`config.mk`:
```
export PLATFORM = sky130hd
export DESIGN_NAME = branch_resolver_flat
export DESIGN_NICKNAME = d
export VERILOG_FILES = /design/src/rtl/branch_pkg.sv /design/src/rtl/branch_resolver_if.sv /design/src/rtl/branch_resolver_cond_eval.sv /design/src/rtl/branch_resolver.sv /design/src/flat_wrapper.sv
export SDC_FILE = /design/constraint.sdc
export NUM_CORES = 1
export LEC_CHECK = 0
export BUFFER_PORTS_ARGS = -buffer_cell sky130_fd_sc_hd__buf_2
export CAP_MARGIN = 5
export CORE_MARGIN = 1
export CORE_UTILIZATION = 37
export DETAILED_ROUTE_END_ITERATION = 6
export PLACE_DENSITY = 0.77
export SLEW_MARGIN = 30
export SYNTH_ARGS = -nofsm -noshare
export SYNTH_HDL_FRONTEND = slang
export SYNTH_SLANG_ARGS = --single-unit
```
`constraint.sdc`:
```
create_clock -name clk -period 2.25 [get_ports clk]
set_input_delay 0 -clock clk [delete_from_list [all_inputs] [get_ports clk]]
set_output_delay 0 -clock clk [all_outputs]
set_load 0.01 [all_outputs]
```
`src/rtl/branch_pkg.sv`:
```
// branch_pkg: shared opcodes, condition codes, flag layout and FSM states for branch resolution
package branch_pkg;
   localparam logic [5:0] OP_B     = 6'b000101;
   localparam logic [7:0] OP_BCOND = 8'h54;
   localparam logic [7:0] OP_CBZ   = 8'hB4;
   typedef enum logic [3:0] {
      EQ, NE, HS, LO, MI, PL, VS, VC, HI, LS, GE, LT, GT, LE, AL, NV
   } cond_t;
   typedef struct packed {
      logic n;
      logic z;
      logic c;
      logic v;
   } nzcv_t;
   typedef enum logic {RUN, HOLD} state_t;
endpackage

```
`src/rtl/branch_resolver_if.sv`:
```
// branch_resolver_if: fetch-side signals exchanged with the ID-stage branch resolver
interface branch_resolver_if import branch_pkg::*; #(parameter int CNT_W = 16);
   logic [31:0]      instr;
   logic             flags_wr;
   nzcv_t            alu_flags;
   logic [63:0]      cbz_val;
   logic             cbz_val_valid;
   logic [31:0]      id_instr;
   logic [25:0]      imm26;
   logic [18:0]      imm19;
   logic             uncondBr;
   logic             brTaken;
   logic             pc_hold;
   nzcv_t            flags;
   logic [CNT_W-1:0] taken_count;
   modport master (
      output instr, flags_wr, alu_flags, cbz_val, cbz_val_valid,
      input  id_instr, imm26, imm19, uncondBr, brTaken, pc_hold, flags, taken_count
   );
   modport slave (
      input  instr, flags_wr, alu_flags, cbz_val, cbz_val_valid,
      output id_instr, imm26, imm19, uncondBr, brTaken, pc_hold, flags, taken_count
   );
endinterface

```
`src/rtl/branch_resolver_cond_eval.sv`:
```
// cond_eval: evaluates an AArch64 condition code against NZCV flags
module cond_eval import branch_pkg::*; (
   input  cond_t cond_i,
   input  nzcv_t flags_i,
   output logic  taken_o
);
   logic base;
   // Odd codes are the negation of the even code below them, except 1111 which is always true
   always_comb begin
      case (cond_i[3:1])
         3'b000:  base = flags_i.z;
         3'b001:  base = flags_i.c;
         3'b010:  base = flags_i.n;
         3'b011:  base = flags_i.v;
         3'b100:  base = flags_i.c & ~flags_i.z;
         3'b101:  base = flags_i.n == flags_i.v;
         3'b110:  base = ~flags_i.z & (flags_i.n == flags_i.v);
         default: base = 1'b1;
      endcase
      taken_o = (cond_i[0] && cond_i[3:1] != 3'b111) ? ~base : base;
   end
endmodule

```
`src/rtl/branch_resolver.sv`:
```
// branch_resolver: IF/ID register, branch decode, NZCV register, CBZ stall and taken-branch counter
module branch_resolver import branch_pkg::*; #(
   parameter int          CNT_W     = 16,
   parameter logic [31:0] NOP_INSTR = 32'h0000_0000
) (
   input logic              clk,
   input logic              reset,
   branch_resolver_if.slave bus
);
   logic [31:0]      id_q, id_d;
   nzcv_t            flags_q, flags_d, eff;
   state_t           state_q, state_d;
   logic [CNT_W-1:0] cnt_q, cnt_d;
   logic             is_b, is_bcond, is_cbz, cond_ok, cbz_zero, hold, taken;
   assign is_b     = id_q[31:26] == OP_B;
   assign is_bcond = id_q[31:24] == OP_BCOND;
   assign is_cbz   = id_q[31:24] == OP_CBZ;
   assign cbz_zero = bus.cbz_val == 64'd0;
   assign eff      = bus.flags_wr ? bus.alu_flags : flags_q;
   cond_eval u_cond (
      .cond_i  (cond_t'(id_q[3:0])),
      .flags_i (eff),
      .taken_o (cond_ok)
   );
   // Stall while a CBZ operand is unavailable; the resolve cycle releases the hold
   always_comb begin
      state_d = state_q;
      hold    = 1'b0;
      if (state_q == RUN) begin
         if (is_cbz && !bus.cbz_val_valid) begin
            hold    = 1'b1;
            state_d = HOLD;
         end
      end else if (!bus.cbz_val_valid) begin
         hold = 1'b1;
      end else begin
         state_d = RUN;
      end
   end
   // Redirect, IF/ID advance, flag update and saturating count
   always_comb begin
      taken   = !hold && (is_b || (is_bcond && cond_ok) || (is_cbz && cbz_zero));
      id_d    = hold ? id_q : bus.instr;
      flags_d = bus.flags_wr ? bus.alu_flags : flags_q;
      cnt_d   = (taken && !(&cnt_q)) ? cnt_q + 1'b1 : cnt_q;
   end
   // Pipeline and architectural state
   always_ff @(posedge clk or negedge reset) begin
      if (!reset) begin
         id_q    <= NOP_INSTR;
         flags_q <= '0;
         state_q <= RUN;
         cnt_q   <= '0;
      end else begin
         id_q    <= id_d;
         flags_q <= flags_d;
         state_q <= state_d;
         cnt_q   <= cnt_d;
      end
   end
   assign bus.id_instr    = id_q;
   assign bus.imm26       = id_q[25:0];
   assign bus.imm19       = id_q[23:5];
   assign bus.uncondBr    = is_b;
   assign bus.brTaken     = taken;
   assign bus.pc_hold     = hold;
   assign bus.flags       = flags_q;
   assign bus.taken_count = cnt_q;
endmodule

```
`src/flat_wrapper.sv`:
```
// flat-port wrapper written by rule: the top's interface ports become plain ports
module branch_resolver_flat import branch_pkg::*;
#(
   parameter int          CNT_W     = 16,
   parameter logic [31:0] NOP_INSTR = 32'h0000_0000
)
  (clk, reset, bus_instr, bus_flags_wr, bus_alu_flags, bus_cbz_val, bus_cbz_val_valid, bus_id_instr, bus_imm26, bus_imm19, bus_uncondBr, bus_brTaken, bus_pc_hold, bus_flags, bus_taken_count);
  branch_resolver_if #(.CNT_W(CNT_W)) bus_i ();
  input logic clk;
  input logic reset;
  input wire logic [$bits(bus_i.instr)-1:0] bus_instr;
  input wire logic [$bits(bus_i.flags_wr)-1:0] bus_flags_wr;
  input wire logic [$bits(bus_i.alu_flags)-1:0] bus_alu_flags;
  input wire logic [$bits(bus_i.cbz_val)-1:0] bus_cbz_val;
  input wire logic [$bits(bus_i.cbz_val_valid)-1:0] bus_cbz_val_valid;
  output wire logic [$bits(bus_i.id_instr)-1:0] bus_id_instr;
  output wire logic [$bits(bus_i.imm26)-1:0] bus_imm26;
  output wire logic [$bits(bus_i.imm19)-1:0] bus_imm19;
  output wire logic [$bits(bus_i.uncondBr)-1:0] bus_uncondBr;
  output wire logic [$bits(bus_i.brTaken)-1:0] bus_brTaken;
  output wire logic [$bits(bus_i.pc_hold)-1:0] bus_pc_hold;
  output wire logic [$bits(bus_i.flags)-1:0] bus_flags;
  output wire logic [$bits(bus_i.taken_count)-1:0] bus_taken_count;
  assign bus_i.instr = bus_instr;
  assign bus_i.flags_wr = bus_flags_wr;
  assign bus_i.alu_flags = bus_alu_flags;
  assign bus_i.cbz_val = bus_cbz_val;
  assign bus_i.cbz_val_valid = bus_cbz_val_valid;
  assign bus_id_instr = bus_i.id_instr;
  assign bus_imm26 = bus_i.imm26;
  assign bus_imm19 = bus_i.imm19;
  assign bus_uncondBr = bus_i.uncondBr;
  assign bus_brTaken = bus_i.brTaken;
  assign bus_pc_hold = bus_i.pc_hold;
  assign bus_flags = bus_i.flags;
  assign bus_taken_count = bus_i.taken_count;
  branch_resolver #(.CNT_W(CNT_W), .NOP_INSTR(NOP_INSTR)) u_core (.clk(clk), .reset(reset), .bus(bus_i));
endmodule
```
==> flow_summary.html <==
<table>
<tr><th>Metric</th><th>Value</th></tr>
<tr><th colspan="2">Outcome</th></tr>
<tr><td>Result of the run</td><td>completed</td></tr>
<tr><th colspan="2">Synth</th></tr>
<tr><td>Synthesis-stage register bit count</td><td>53</td></tr>
<tr><td>Number of synthesized flops with an enable pin</td><td>0</td></tr>
<tr><td>Post-synthesis sequential area ratio</td><td>0.4694</td></tr>
<tr><td>Library cell with the largest summed area after synthesis</td><td>sky130_fd_sc_hd__dfrtp_1</td></tr>
<tr><td>Synth async-reset ratio</td><td>1.000</td></tr>
<tr><td>Area share of xor/xnor cells in the synthesized design</td><td>0.05270</td></tr>
<tr><td>Area of the mapped netlist</td><td>2825 sq um</td></tr>
<tr><td>Fraction of synthesized area in multiplexers</td><td>0.1546</td></tr>
<tr><td>Top post-synthesis cells by area</td><td>sky130_fd_sc_hd__dfrtp_1, sky130_fd_sc_hd__mux2_2, sky130_fd_sc_hd__buf_4</td></tr>
<tr><td>Avg Cell Area, Syn</td><td>11.92 sq um</td></tr>
<tr><td>Area fraction in and, or, nand and nor cells after synthesis</td><td>0.1475</td></tr>
<tr><td>Fraction of post-synthesis cell area in the top cell type by area</td><td>0.4694</td></tr>
<tr><td>Most common library cells after synthesis</td><td>sky130_fd_sc_hd__dfrtp_1, sky130_fd_sc_hd__buf_4, sky130_fd_sc_hd__mux2_2</td></tr>
<tr><td>Post-synthesis compound-gate area fraction</td><td>0.02790</td></tr>
<tr><td>Warnings from Yosys</td><td>0</td></tr>
<tr><td>Adder-Cell Fraction of Synth Area</td><td>0.004429</td></tr>
<tr><td>Post-synthesis cell count</td><td>237</td></tr>
<tr><td>Most used DFF post-synth</td><td>sky130_fd_sc_hd__dfrtp_1</td></tr>
<tr><td>Netlist cell types</td><td>40</td></tr>
<tr><td>Library cell with the highest instance count after synthesis</td><td>sky130_fd_sc_hd__dfrtp_1</td></tr>
<tr><td>Largest family of logic cells by synthesized area</td><td>multiplexers</td></tr>
<tr><td>Net count of the mapped netlist</td><td>between 300 and 400</td></tr>
<tr><th colspan="2">Route</th></tr>
<tr><td>Number of optimization iterations in the first detailed-route pass</td><td>4</td></tr>
<tr><td>Antenna Violating Nets Remaining</td><td>0</td></tr>
<tr><td>Violation count after the first detailed-routing iteration</td><td>56</td></tr>
<tr><td>Detailed-route via count</td><td>roughly 2600</td></tr>
<tr><td>Routed Wire Length</td><td>7912 um</td></tr>
<tr><td>Remaining routing DRC violations</td><td>0</td></tr>
<tr><td>Vias per Instance</td><td>4.766</td></tr>
<tr><td>WL per Instance</td><td>14.46 um</td></tr>
<tr><th colspan="2">Min path</th></tr>
<tr><td>Number of cells on the worst hold path</td><td>3</td></tr>
<tr><td>Destination of the worst hold path</td><td>u_core.bus.flags[1]</td></tr>
<tr><td>Launch point of the worst hold path</td><td>bus_alu_flags[1]</td></tr>
<tr><td>Path class of the lowest-slack min-delay path</td><td>input port to flip-flop</td></tr>
<tr><th colspan="2">Floorplanning</th></tr>
<tr><td>Total core area</td><td>7331 sq um</td></tr>
<tr><td>DIE AREA</td><td>7989 sq um</td></tr>
<tr><td>Number of ports placed on the die boundary</td><td>about 200</td></tr>
<tr><td>Height of the chip</td><td>89.38 um</td></tr>
<tr><td>Starting utilization of the core area</td><td>0.3854</td></tr>
<tr><td>Number of placement rows</td><td>31</td></tr>
<tr><td>Horiz. Die Dim</td><td>roughly 89 um</td></tr>
<tr><th colspan="2">STA</th></tr>
<tr><td>Hold Violations, Final</td><td>0</td></tr>
<tr><td>Post-route clock skew</td><td>roughly 0.009 ns</td></tr>
<tr><td># setup viols final</td><td>0</td></tr>
<tr><td>Final setup TNS</td><td>0 ns</td></tr>
<tr><td>Maximum clock frequency</td><td>450.2 MHz</td></tr>
<tr><td>Worst setup margin</td><td>between 0.02 and 0.03 ns</td></tr>
<tr><td>Tmin final</td><td>2.221 ns</td></tr>
<tr><td>Relative slew slack</td><td>0.6673</td></tr>
<tr><td>Transition at the pin with the smallest max-transition slack</td><td>0.4851 ns</td></tr>
<tr><td>Unrepaired setup endpoints after global routing</td><td>yes</td></tr>
<tr><td>Slew Limit Fails</td><td>0</td></tr>
<tr><td>Share of the clock period used by the worst path after layout</td><td>0.9873</td></tr>
<tr><th colspan="2">Worst setup path</th></tr>
<tr><td>Top cell by count, worst path</td><td>sky130_fd_sc_hd__nand4_1</td></tr>
<tr><td>Startpoint kind of the worst setup timing path</td><td>flip-flop</td></tr>
<tr><td>Cells on worst reg2reg path</td><td>9</td></tr>
<tr><td>Crit. path cell count</td><td>9</td></tr>
<tr><td>Count of buffer and inverter cells on the critical path</td><td>1</td></tr>
<tr><td>Critical-path maximum fanout</td><td>4</td></tr>
<tr><td>Critical path required time</td><td>2.45 ns</td></tr>
<tr><td>End of the worst register-to-register path</td><td>u_core.bus.taken_count[3]</td></tr>
<tr><td>Cell breakdown of the critical path</td><td>mux2_4 -&gt; or4_4 -&gt; nand4_1 -&gt; nor2_1 -&gt; o31a_4 -&gt; nor2_8 -&gt; buf_4 -&gt; nand4_1 -&gt; xnor2_1</td></tr>
<tr><td>Start of the worst register-to-register path</td><td>u_core.bus.flags[2]</td></tr>
<tr><td>Crit path DAT</td><td>2.42 ns</td></tr>
<tr><td>Worst setup EP type</td><td>flip-flop</td></tr>
<tr><td>R2R Setup Slk</td><td>0.03 ns</td></tr>
<tr><td>Type of the setup path with the least slack</td><td>flip-flop to flip-flop</td></tr>
<tr><td>Delay-heaviest family, CP</td><td>simple AND/OR/NAND/NOR gates</td></tr>
<tr><td>Stage delay of the slowest cell on the critical path</td><td>0.42 ns</td></tr>
<tr><td>Master of the slowest instance on the critical path</td><td>sky130_fd_sc_hd__or4_4</td></tr>
<tr><th colspan="2">Clock network</th></tr>
<tr><td>Clock transition at the register clock pins on the worst setup and hold paths after CTS</td><td>0.10 ns</td></tr>
<tr><td>CTS tree</td><td>built</td></tr>
<tr><td>Skew-Pair Late Insertion Delay</td><td>approximately 0.30 ns</td></tr>
<tr><td>Total number of clock tree sinks</td><td>53</td></tr>
<tr><td>Worst-case clock buffer depth</td><td>2</td></tr>
<tr><td>Cell at the root of the clock tree</td><td>sky130_fd_sc_hd__clkbuf_8</td></tr>
<tr><td>H-tree depth</td><td>2</td></tr>
<tr><td>TritonCTS buffer count</td><td>5</td></tr>
<tr><th colspan="2">GRT</th></tr>
<tr><td>Pin count of the biggest net entering global routing</td><td>37</td></tr>
<tr><td>Antenna violations before repair</td><td>0</td></tr>
<tr><td>Wire length of the first global-routing pass</td><td>roughly 11000 um</td></tr>
<tr><td>GR Overflow Total</td><td>0</td></tr>
<tr><td>Overall Global Routing Usage</td><td>0.1852</td></tr>
<tr><td>Number of global-route vias before repair</td><td>2489</td></tr>
<tr><th colspan="2">Placement</th></tr>
<tr><td>Number of buffer cells added on primary ports</td><td>203</td></tr>
<tr><td>Setup WS pre-CTS</td><td>-0.01517 ns</td></tr>
<tr><td>Total instance count after detailed placement</td><td>502</td></tr>
<tr><td>Final HPWL from detailed placement</td><td>about 5700 um</td></tr>
<tr><td>Routability congestion estimate from global placement</td><td>0.7631</td></tr>
<tr><th colspan="2">Pwr</th></tr>
<tr><td>P_leak</td><td>2.145 nW</td></tr>
<tr><td>Peak VDD IR</td><td>0.3439 mV</td></tr>
<tr><td>Total power after layout</td><td>2.058 mW</td></tr>
<tr><td>Pwr dens</td><td>just under 500 nW/um^2</td></tr>
<tr><th colspan="2">Layout</th></tr>
<tr><td>Number of nets in the final layout</td><td>~550</td></tr>
<tr><td>Synth-to-Final Area Change</td><td>48.76%</td></tr>
<tr><td>Fill count</td><td>649</td></tr>
<tr><td>Antenna diode instance count</td><td>0</td></tr>
<tr><td>Final Instance Count excl. Fillers</td><td>547</td></tr>
<tr><td>Share of layout cells above drive strength 1</td><td>0.6205</td></tr>
<tr><th colspan="2">Flow run</th></tr>
<tr><td># Max-Cap Violations</td><td>0</td></tr>
</table>
==> cell type report <==
type / count / area [sq um] / area share
Multi-Input combinational cell: 128 / 1134 / 0.2697
Clock buffer: 5 / 68.82 / 0.01637
Clock inverter: 3 / 21.27 / 0.005061
Timing Repair Buffer: 256 / 1516 / 0.3608
Tap cell: 99 / 123.9 / 0.02947
Inverter: 3 / 11.26 / 0.002679
Sequential cell: 53 / 1328 / 0.3159
==> flip-flops by register name, summed over array words and instances (netlist names) <==
signal	flops
u_core.state_q	1
u_core.bus.id_instr	32
u_core.bus.flags	4
u_core.bus.taken_count	16
==> worst max path at each step <==
stage	startpoint	endpoint	slack (ns)
after global placement	u_core.bus.flags[2]	u_core.bus.taken_count[3]	0.06
after global routing	u_core.bus.flags[2]	u_core.bus.taken_count[3]	-0.06
after CTS	u_core.bus.flags[2]	u_core.bus.taken_count[3]	0.02
final	u_core.bus.flags[2]	u_core.bus.taken_count[3]	0.03
after floorplan	u_core.bus.flags[2]	u_core.bus.taken_count[10]	0.05
after detailed placement	u_core.bus.flags[2]	u_core.bus.taken_count[3]	-0.02
==> timing repair <==
action	CTS	global route
resized for setup	1	5
cloned	0	0
endpoints found under the setup margin	5	11
hold endpoints to repair	52	0
hold buffers	36	0
pin swaps	0	3
setup buffers	0	1
==> worst min-delay path, delay by kind of cell <==
kind	cells	cell delay (ns)
multiplexers	1	0.16
buffers and inverters	2	0.17
==> logic make-up (layout without fill, tap and decap cells) <==
kind of cell             count (synthesis)  count (layout)
AND/OR/NAND/NOR                         62              62
buffers and inverters                   56             267
flip-flops                              53              53
multiplexers                            39              39
XOR/XNOR                                17              17
AO/OA/AOI/OAI                            9               9
adder cells (fa/ha/maj)                  1               1
==> report_power, final <==
group	switching, mW	total [mW]	internal (mW)
Combinational	0.198	0.442	0.244
Sequential	0.0642	1.07	1.01
Clock	0.323	0.545	0.222
Total	0.585	2.06	1.47
==> through the flow <==
step / hold slack, ns / utilization / area (sq um)
after global routing: 0.06337 / 0.5733 / 4203
final: 0.06414 / 0.5733 / 4203
after CTS: 0.004867 / 0.5684 / 4167
after floorplan: -0.2956 / - / 2820
after detailed placement: -0.04538 / 0.5059 / 3709
after global placement: -0.05350 / 0.5059 / 3709
==> cells in the final DEF, fill, tap and decap left out, types with 2 or more instances in the layout <==
master	n
sky130_fd_sc_hd__and3_1	5
sky130_fd_sc_hd__and4_1	2
sky130_fd_sc_hd__buf_2	203
sky130_fd_sc_hd__buf_4	16
sky130_fd_sc_hd__clkbuf_8	5
sky130_fd_sc_hd__dfrtp_1	52
sky130_fd_sc_hd__dlygate4sd3_1	36
sky130_fd_sc_hd__inv_1	3
sky130_fd_sc_hd__mux2_2	33
sky130_fd_sc_hd__mux2i_1	5
sky130_fd_sc_hd__nand2_1	2
sky130_fd_sc_hd__nand2b_1	3
sky130_fd_sc_hd__nand3_1	5
sky130_fd_sc_hd__nand3_2	2
sky130_fd_sc_hd__nand4_1	10
sky130_fd_sc_hd__nor2_1	4
sky130_fd_sc_hd__nor4_1	19
sky130_fd_sc_hd__xnor2_1	14
sky130_fd_sc_hd__xor2_1	3
==> routing by layer <==
metal	vias up	GRT usage	part of all wire
met5	-	0	0
li1	1232	-	-
met4	0	0.05916	0.020
met1	1235	0.1837	0.35
met3	18	0.03324	0.062
met2	122	0.3817	0.56
Note: power is estimated with default switching activity, not from simulation.
